[src/rtl/uart_tx_fifo.sv]
// Byte FIFO feeding the UART transmitter; first-word-fall-through output.
// Host pushes on a write strobe, transmitter pops on valid/ready handshakes.
module uart_tx_fifo #(
    parameter int DEPTH       = 16,
    parameter int AFULL_LEVEL = 12,
    parameter int DATA_W      = 8
) (
    input  logic                       clk,
    input  logic                       rst,
    input  logic                       enable,
    input  logic [DATA_W-1:0]          wr_data,
    input  logic                       wr_en,
    output logic                       wr_full,
    output logic                       wr_almost_full,
    output logic                       overflow,
    input  logic                       ovf_clr,
    output logic [DATA_W-1:0]          tx_input_data,
    output logic                       tx_input_data_valid,
    input  logic                       tx_output_ready,
    output logic [$clog2(DEPTH+1)-1:0] count,
    output logic                       empty
);

    localparam int AW = $clog2(DEPTH);
    localparam int CW = $clog2(DEPTH + 1);

    logic [DATA_W-1:0] mem_q [DEPTH];
    logic [AW-1:0]     wr_ptr_q, wr_ptr_d;
    logic [AW-1:0]     rd_ptr_q, rd_ptr_d;
    logic [CW-1:0]     count_q, count_d;
    logic              ovf_q, ovf_d;
    logic              push, pop;

    assign wr_full             = (count_q == CW'(DEPTH));
    assign wr_almost_full      = (count_q >= CW'(AFULL_LEVEL));
    assign empty               = (count_q == '0);
    assign count               = count_q;
    assign overflow            = ovf_q;
    assign tx_input_data_valid = enable && !empty;
    assign tx_input_data       = empty ? '0 : mem_q[rd_ptr_q];

    // A full FIFO rejects the write even when a pop frees a slot this cycle.
    assign push = wr_en && !wr_full;
    assign pop  = tx_input_data_valid && tx_output_ready;

    always_comb begin
        wr_ptr_d = wr_ptr_q;
        rd_ptr_d = rd_ptr_q;
        count_d  = count_q;
        ovf_d    = ovf_q;
        if (push) begin
            wr_ptr_d = wr_ptr_q + AW'(1);
        end
        if (pop) begin
            rd_ptr_d = rd_ptr_q + AW'(1);
        end
        unique case ({push, pop})
            2'b10:   count_d = count_q + CW'(1);
            2'b01:   count_d = count_q - CW'(1);
            default: count_d = count_q;
        endcase
        if (ovf_clr) begin
            ovf_d = 1'b0;
        end
        // Set has priority over a same-cycle clear.
        if (wr_en && wr_full) begin
            ovf_d = 1'b1;
        end
    end

    always_ff @(posedge clk or posedge rst) begin
        if (rst) begin
            wr_ptr_q <= '0;
            rd_ptr_q <= '0;
            count_q  <= '0;
            ovf_q    <= 1'b0;
        end else begin
            wr_ptr_q <= wr_ptr_d;
            rd_ptr_q <= rd_ptr_d;
            count_q  <= count_d;
            ovf_q    <= ovf_d;
        end
    end

    always_ff @(posedge clk) begin
        if (push) begin
            mem_q[wr_ptr_q] <= wr_data;
        end
    end

endmodule

[config.mk]
export PLATFORM = sky130hd
export DESIGN_NAME = uart_tx_fifo
export DESIGN_NICKNAME = d
export VERILOG_FILES = /design/src/rtl/uart_tx_fifo.sv
export SDC_FILE = /design/constraint.sdc
export NUM_CORES = 1
export LEC_CHECK = 0
export CORE_ASPECT_RATIO = 1.75
export CORE_MARGIN = 2
export CORE_UTILIZATION = 25
export DETAILED_ROUTE_END_ITERATION = 10
export PLACE_DENSITY_LB_ADDON = 0.12
export SETUP_SLACK_MARGIN = 0.2
export SLEW_MARGIN = 25
export SYNTH_ARGS = -nofsm -noshare
export SYNTH_HDL_FRONTEND = slang
export SYNTH_SLANG_ARGS = --single-unit
[constraint.sdc]
create_clock -name clk -period 6.3 [get_ports clk]
set_input_delay 0.63 -clock clk [delete_from_list [all_inputs] [get_ports clk]]
set_output_delay 0.63 -clock clk [all_outputs]
set_load 0.02 [all_outputs]
; ---- Word level (Yosys, flattened, before mapping)
; Memories as Yosys holds them, arrays and structs flattened.
; Cells that the tools add are included.
[word_totals]
register_bits = 14
ram_bits = 128
input_bits = 14
elab_cells = 28
n_memories = 1
[mem_list]
columns = memory, words, width, read_ports, rd_ports_with_merged_regs, write_ports, line
row1 = mem_q, 16, 8, 1, 0, 1, 27  ; logic [DATA_W-1:0] mem_q [DEPTH];
[op_classes]
n_addsub = 4
order_cmp = 1
n_eq_ne = 3
mux = 6
reduce_logical = 9
[ops]
columns = op, n
row1 = 5-bit one-hot mux with 2 select lines, 1
row2 = 4-bit by 1-bit adder with 4-bit output (second input constant), 2
row3 = 8-bit 2-to-1 mux, 1
row4 = 5-bit by 1-bit adder with 5-bit output (second input constant), 1
row5 = 5-bit == test (second input constant), 1
row6 = 5-bit by 4-bit >= comparator with 1-bit output (second input constant), 1
row7 = 5-bit zero test, 1
row8 = 5-bit by 1-bit subtractor with 5-bit output (second input constant), 1
row9 = 1-bit logical AND, 4
row10 = 1-bit 2-to-1 mux, 4
row11 = 2-bit nonzero test, 2
row12 = 2-bit by 1-bit == test with 1-bit output (second input constant), 1
row13 = 2-bit == test (second input constant), 1
row14 = 1-bit zero test, 2

; ---- Depth between registers and ports, before layout
; Gate-level depths: netlist of run 1.
[depth]
ltp_word = 6
mapped_depth = 12

; ---- Worst setup path after synthesis of run 1
; OpenSTA, ideal clock, no wires.
[synth_path]
path_kind = reg2reg
startpoint = reg count_q[2], in the netlist count[2]
endpoint = reg count_q[4], in the netlist count[4]
setup_time_ns = 0.135
t_arrival_ns = 2.694
t_required_ns = 6.165
setup_slack_ns = 3.471
path_stages_with_launch = 13
period_less_slack_ns = 2.829
cell_sequence = dfrtp_1 -> clkbuf_1 -> nor4_4 -> nand2b_1 -> and3_1 -> ha_1 -> clkbuf_1 -> xor2_1 -> ha_1 -> or2_2 -> a31oi_1 -> o31ai_1 -> xor2_1
[synth_between]
elab_chain_len = 6
elab_cells_between_ends = 13
cone_classes = add/sub (2) / eq/ne (3) / mux (1) / reduce/logical (7)
[synth_rtl]
columns = element, line
row1 = from (decl), 30  ; logic [CW-1:0] count_q, count_d;
row2 = from (signal assigned), 80  ; count_q <= count_d;
row3 = 5-bit zero test *, 36  ; assign empty = (count_q == '0);
row4 = 1-bit zero test *, 39  ; assign tx_input_data_valid = enable && !empty;
row5 = 1-bit logical AND *, 39
row6 = 1-bit logical AND *, 44  ; assign pop = tx_input_data_valid && tx_output_ready;
row7 = net pop, 32  ; logic push, pop;
row8 = 2-bit by 1-bit == test with 1-bit output or 2-bit == test (tied branches), 57  ; unique case ({push, pop})
row9 = 5-bit one-hot mux with 2 select lines or 2-bit nonzero test (tied branches), -
; The timed path passes the listed nets; every way through them passes the cells marked *.
; A chain may end at the register's enable or synchronous reset.

; ---- Final worst setup path of run 1
[layout_path]
startpoint = reg rd_ptr_q[0]
endpoint = out tx_input_data[1]
[layout_between]
elab_chain_len = 2
[layout_rtl]
columns = element, line
row1 = from (decl), 29  ; logic [AW-1:0] rd_ptr_q, rd_ptr_d;
row2 = from (signal assigned), 79  ; rd_ptr_q <= rd_ptr_d;
row3 = memory read 16 x 8 bit, -
row4 = 8-bit 2-to-1 mux, 40  ; assign tx_input_data = empty ? '0 : mem_q[rd_ptr_q];
row5 = to (decl), 17  ; output logic [DATA_W-1:0] tx_input_data,
; No other way between the ends.

==> flow_metrics.py, run 1 <==
metrics = {
    "run_status": {
        "status": "finished clean",
    },
    "finish": {
        "drive_above_1_share": 0.206,
        "syn_to_final_growth_pct": 20.6,
        "antenna_cells": 0,
        "fin_nets": 365,
        "nFillCells": 2334,
    },
    "cts": {
        "root_buffer": "clkbuf_16",
        "cts_buffer_depth": 2,
        "cts_resized": 0,
        "postCtsSetupBuffers": 0,
        "cts-htree-levels": 4,
        "clkTransAtPathRegs_ns": 0.06,
        "cts_buffers": 17,
        "ctsHoldBuffers": 0,
        "cts_sinks": 142,
        "insertion_delay_ns": 0.41,
        "cts_tree": "built",
    },
    "die": {
        "pin_count": 32,
        "die-area_mm2": 0.0250,
        "fp.dieW_um": 120,
        "initial_utilization": 0.254,
        "die_h_um": 208,
        "rows": 74,
        "core_area_mm2": 0.0233,
    },
    "logic_synthesis": {
        "synth.most_common_cell": "edfxtp_1",
        "synth_area_mm2": 0.00592,
        "yosysTopAreaCell": "edfxtp_1",
        "ys_seq_area_frac": 0.709,
        "ys.flop_type": "edfxtp_1",
        "synthArstFlopShare": 0.0986,
        "synth_top_area_frac": 0.649,
        "synth-edff-count": 128,
        "synthesis.nets": 331,
        "ys_ff_latch": 142,
        "netlist_top_cells_count": "128 x edfxtp_1, 18 x mux4_1, 15 x nor2_1, 14 x dfrtp_1, 14 x mux4_2",
        "yosysUniqueCellTypes": 40,
        "syn_inst": 308,
        "syn_area_per_cell_um2": 19.2,
        "ys_warn_count": 0,
        "netlist_top_cells_area": "edfxtp_1 65%, mux4_1 8.0%, dfrtp_1 5.9%, mux4_2 5.3%, ha_1 1.9%",
    },
    "global_routing": {
        "grt_pass1_vias": 3206,
        "antenna_found_initial": 0,
        "overflow": 0,
        "grt_first_pass_wirelength_mm": 20.3,
        "grt_max_degree": 26,
        "grt_use_total": 0.114,
    },
    "hold_path": {
        "hold_path_depth": 1,
        "hold_start": "rd_ptr_q[3]",
        "hold_class": "reg2reg",
    },
    "setup_path": {
        "crit_start": "rd_ptr_q[0]",
        "r2r_start": "count[1]",
        "path_cells": "buf_4 -> mux4_1 -> mux2_2 -> o21ai_0 -> a21oi_1 -> clkdlybuf4s50_1",
        "cp_max_fo": 18,
        "crit_path_start_kind": "flip-flop",
        "rr_worst_depth": 10,
        "crit_slowest_cell": "dfrtp_2",
        "critical-path-max-stage-delay_ns": 0.70,
        "critPathKind": "reg2out",
        "required_ns": 5.67,
        "endpoint_kind": "output pin",
        "crit_arrival_ns": 3.28,
    },
    "pwr": {
        "p_sw_frac": 0.323,
        "pwr-share-seq": 0.390,
        "pwr-share-comb": 0.314,
        "p_per_area_mw_per_mm2": 464,
        "p_clk_frac": 0.296,
        "leakage_uw": 0.00237,
        "power_uw": 3310,
        "power_switching_uw": 1070,
        "ir_drop_v": 0.000207,
        "p_int_uw": 2240,
    },
    "placement": {
        "dp_hpwl_mm": 8.75,
        "place.gp.congestion": 0.689,
        "port_buffers": 31,
    },
    "route": {
        "vias": 2836,
        "wl_mm": 13.3,
        "vias_per_cell": 4.30,
        "drc": 0,
        "drtIter0Drc": 119,
        "drtAntennaViolNets": 0,
        "routedWlPerCell_um": 20.2,
        "dr.pass1.iters": 4,
    },
    "sta": {
        "period_share": 0.620,
        "hold_viol_final": 0,
        "worst_pin_slew_ns": 0.973,
        "finalCriticalPeriod_ns": 3.91,
        "relSlewSlack": 0.349,
        "slew_violations": 0,
        "fin_tns_setup_ns": 0,
        "finalClockSkew_ns": 0.00623,
        "setup_viol": 0,
        "rsz0062_at_grt": "no",
        "max_freq_ghz": 0.256,
    },
    "flow_run": {
        "cap_violations": 0,
    },
}
[cell type report]
cell class / instances / area (um^2) / area share
Inverter: 6 / 22.5 / 0.00316
Timing Repair Buffer: 34 / 333 / 0.0466
Multi-Input combinational cell: 141 / 1630 / 0.229
Clock inverter: 14 / 144 / 0.0202
Sequential cell: 142 / 4200 / 0.588
Clock buffer: 18 / 429 / 0.0601
Tap cell: 304 / 380 / 0.0533
[power groups by stage]
| stage | clock network [uW] | registers, uW | logic, uW |
|---|---|---|---|
| floorplan | 0 | 1240 | 757 |
| global placement | 0 | 1320 | 1060 |
| detailed placement | 0 | 1320 | 1070 |
| CTS | 1010 | 1300 | 1070 |
| global route | 1040 | 1320 | 1130 |
| finish | 981 | 1290 | 1040 |
[logic make-up (layout without fill, tap and decap cells)]
family | after synthesis | after routing | share of synthesized area
flops | 142 | 142 | 0.709
buf+inv | 25 | 72 | 0.0226
mux | 50 | 50 | 0.166
compound gates | 28 | 28 | 0.0285
simple gates | 43 | 43 | 0.0391
xor+xnor | 11 | 11 | 0.0163
fa+ha+maj | 9 | 9 | 0.0190
[placed cells by master, fill, tap and decap left out, types with 3 or more instances in the layout]
cell type | Yosys | routed
edfxtp_1 | 128 | 128
clkdlybuf4s50_1 | 0 | 31
mux4_1 | 18 | 18
clkbuf_16 | 0 | 17
mux4_2 | 14 | 14
dfrtp_1 | 14 | 13
mux2_2 | 10 | 10
a21oi_1 | 9 | 9
nor2_2 | 0 | 9
ha_1 | 9 | 9
mux2i_1 | 8 | 8
nand2_1 | 7 | 7
xnor2_1 | 6 | 6
inv_1 | 6 | 6
o21ai_0 | 6 | 6
nor2_1 | 15 | 6
xor2_1 | 5 | 5
nand4_1 | 4 | 4
o21ai_1 | 4 | 4
nor3_2 | 0 | 4
nand2b_1 | 3 | 3
clkinv_4 | 0 | 3
clkinvlp_4 | 0 | 3
buf_4 | 1 | 3
[registers in the layout (all words and copies together), names as in the netlist]
name      flops
rd_ptr_q      4
mem_q       128
count         5
wr_ptr_q      4
overflow      1
[metal layers]
| layer | up-vias | track usage | routed length [um] |
|---|---|---|---|
| met3 | 16 | 0.0234 | 286 |
| met4 | 0 | 0.0457 | 212 |
| met5 | - | 0 | 0 |
| met2 | 32 | 0.211 | 7500 |
| li1 | 1316 | - | - |
| met1 | 1472 | 0.126 | 5310 |
[stage by stage]
step	setup slack (ns)	util	cell area [um^2]	hold slack, ns	instances
detailed placement	2.73	0.281	6560	0.476	627
global placement	2.70	0.280	6540	0.464	627
global route	2.14	0.306	7140	0.516	659
finish	2.39	0.306	7140	0.474	659
CTS	2.28	0.306	7130	0.485	659
floorplan	3.47	-	5920	0.519	308
[path summary, 6_finish.rpt]
check,to,slack [ns]
min,rd_ptr_q[3],0.47
max in group asynchronous,rd_ptr_q[0],5.23
max,tx_input_data[1],2.39
min reg2reg,rd_ptr_q[3],0.47
max reg2reg,count[4],3.01
min in group asynchronous,count[3],0.61
[critical path: cells and delay by family (launching register included)]
kind | cells | cell delay (ns)
AOI/OAI and AO/OA | 2 | 0.22
buffers and inverters | 2 | 1.04
DFF | 1 | 0.70
muxes | 2 | 0.88
No activity file was read; power rests on OpenSTA's default activity.
==> inputs of run 2 (changes only) <==
clock period = 3.99 ns   (was 6.3 ns; I/O delays follow)
==> flow_metrics.py, run 2 (synthesis gave the netlist of run 1 again) <==
metrics = {
    "placement": {
        "place_inst": 643,
        "port_buffers": 31,
        "placed_area_mm2": 0.00664,
        "dp_hpwl_mm": 8.67,
        "place.gp.congestion": 0.704,
    },
    "route": {
        "drtAntennaViolNets": 0,
        "vias": 2959,
        "dr.pass1.iters": 4,
        "drtIter0Drc": 118,
        "drc": 0,
        "wl_mm": 13.2,
        "routedWlPerCell_um": 19.6,
        "vias_per_cell": 4.38,
    },
    "global_routing": {
        "met2_usage": 0.203,
        "antenna_found_initial": 0,
        "grtUsageMet3": 0.0225,
        "grt_first_pass_wirelength_mm": 20.1,
        "grt_max_degree": 27,
        "grt_busiest_layer": "met2",
        "met1_usage": 0.128,
        "grt_pass1_vias": 3203,
        "overflow": 0,
        "grt_use_total": 0.113,
    },
    "die": {
        "initial_utilization": 0.254,
        "core_area_mm2": 0.0233,
        "fp.dieW_um": 120,
        "rows": 74,
        "die-area_mm2": 0.0250,
        "die_h_um": 208,
        "pin_count": 32,
    },
    "run_status": {
        "status": "finished clean",
    },
    "setup_path": {
        "critical-path-max-stage-delay_ns": 0.77,
        "path_buf_inv": 2,
        "cp_top_family": "buffers and inverters",
        "cp_max_fo": 19,
        "endpoint_kind": "output pin",
        "crit_slowest_cell": "dfrtp_2",
        "critPathKind": "reg2out",
        "path_cells": "buf_4 -> mux4_1 -> mux2i_1 -> a21oi_1 -> clkdlybuf4s50_1",
        "crit_path_start_kind": "flip-flop",
        "crit_arrival_ns": 3.02,
        "required_ns": 3.59,
    },
    "sta": {
        "rsz0062_at_grt": "no",
        "slew_violations": 0,
        "finalCriticalPeriod_ns": 3.41,
        "hold_viol_final": 0,
        "relSlewSlack": 0.370,
        "finalClockSkew_ns": 0.00680,
        "setup_viol": 0,
        "period_share": 0.856,
        "worst_pin_slew_ns": 0.942,
        "fin_tns_setup_ns": 0,
        "max_freq_ghz": 0.293,
    },
    "pwr": {
        "ir_drop_v": 0.000286,
        "leakage_uw": 0.00244,
        "power_uw": 5180,
        "p_per_area_mw_per_mm2": 720,
    },
    "cts": {
        "cts_buffers": 17,
        "postCtsSetupBuffers": 0,
        "cts-htree-levels": 4,
        "clkTransAtPathRegs_ns": 0.06,
        "root_buffer": "clkbuf_16",
        "insertion_delay_ns": 0.42,
        "cts_tree": "built",
        "ctsHoldBuffers": 0,
        "cts_buffer_depth": 2,
        "cts_resized": 0,
        "cts_sinks": 142,
    },
    "finish": {
        "largest_reg_flops": 128,
        "utilization": 0.308,
        "multi_input_area_mm2": 0.00159,
        "mostFrequentLayoutCells": "128 x edfxtp_1, 31 x clkdlybuf4s50_1, 19 x buf_4",
        "fin_nets": 381,
        "regArea_mm2": 0.00420,
        "antenna_cells": 0,
        "drive_above_1_share": 0.208,
        "final_common_cell": "edfxtp_1",
        "stdcell_count": 675,
        "nFillCells": 2358,
        "syn_to_final_growth_pct": 21.5,
        "finish.instance_area_mm2": 0.00719,
        "top_register": "mem_q",
    },
    "flow_run": {
        "cap_violations": 0,
    },
    "hold_path": {
        "hold_class": "in2async",
    },
}
run 2: layout make-up:
cell class                 count  area share
sequential                   142       0.584
timing repair buffer          50      0.0630
tap                          304      0.0529
inverter                       6     0.00313
multi-input combinational    141       0.221
clock inverter                15      0.0169
clock buffer                  17      0.0592
run 2: per-stage QoR:
stage	hold WS [ns]	worst slack [ns]
after floorplan	0.288	1.16
after global placement	0.502	0.918
after detailed placement	0.528	0.933
after CTS	0.375	0.464
after global routing	0.429	0.371
final	0.369	0.575
run 2: path summary, 6_finish.rpt:
| path | endpoint | slack [ns] | cells past startpoint | from |
|---|---|---|---|---|
| max in group asynchronous | rd_ptr_q[0] | 3.15 | 2 | rst |
| min in group clk | overflow | 0.53 | 1 | overflow |
| min | count[3] | 0.37 | 2 | rst |
| min reg2reg | overflow | 0.53 | 1 | overflow |
| max reg2reg | count[4] | 1.06 | 11 | count[1] |
| max | tx_input_data[0] | 0.58 | 5 | rd_ptr_q[0] |
run 2: per-layer routing:
metal / wire length, um / share of wire / up-vias
li1: - / - / 1343
met1: 5300 / 0.40 / 1544
met2: 7350 / 0.56 / 54
met3: 322 / 0.024 / 18
met4: 236 / 0.018 / 0
met5: 0 / 0 / -
run 2: report_power, final:
| group | leakage (uW) | switching [uW] | internal (uW) |
|---|---|---|---|
| logic | 0.000851 | 843 | 824 |
| clock network | 0.000268 | 625 | 851 |
| registers | 0.00132 | 207 | 1830 |
| total | 0.00244 | 1670 | 3500 |
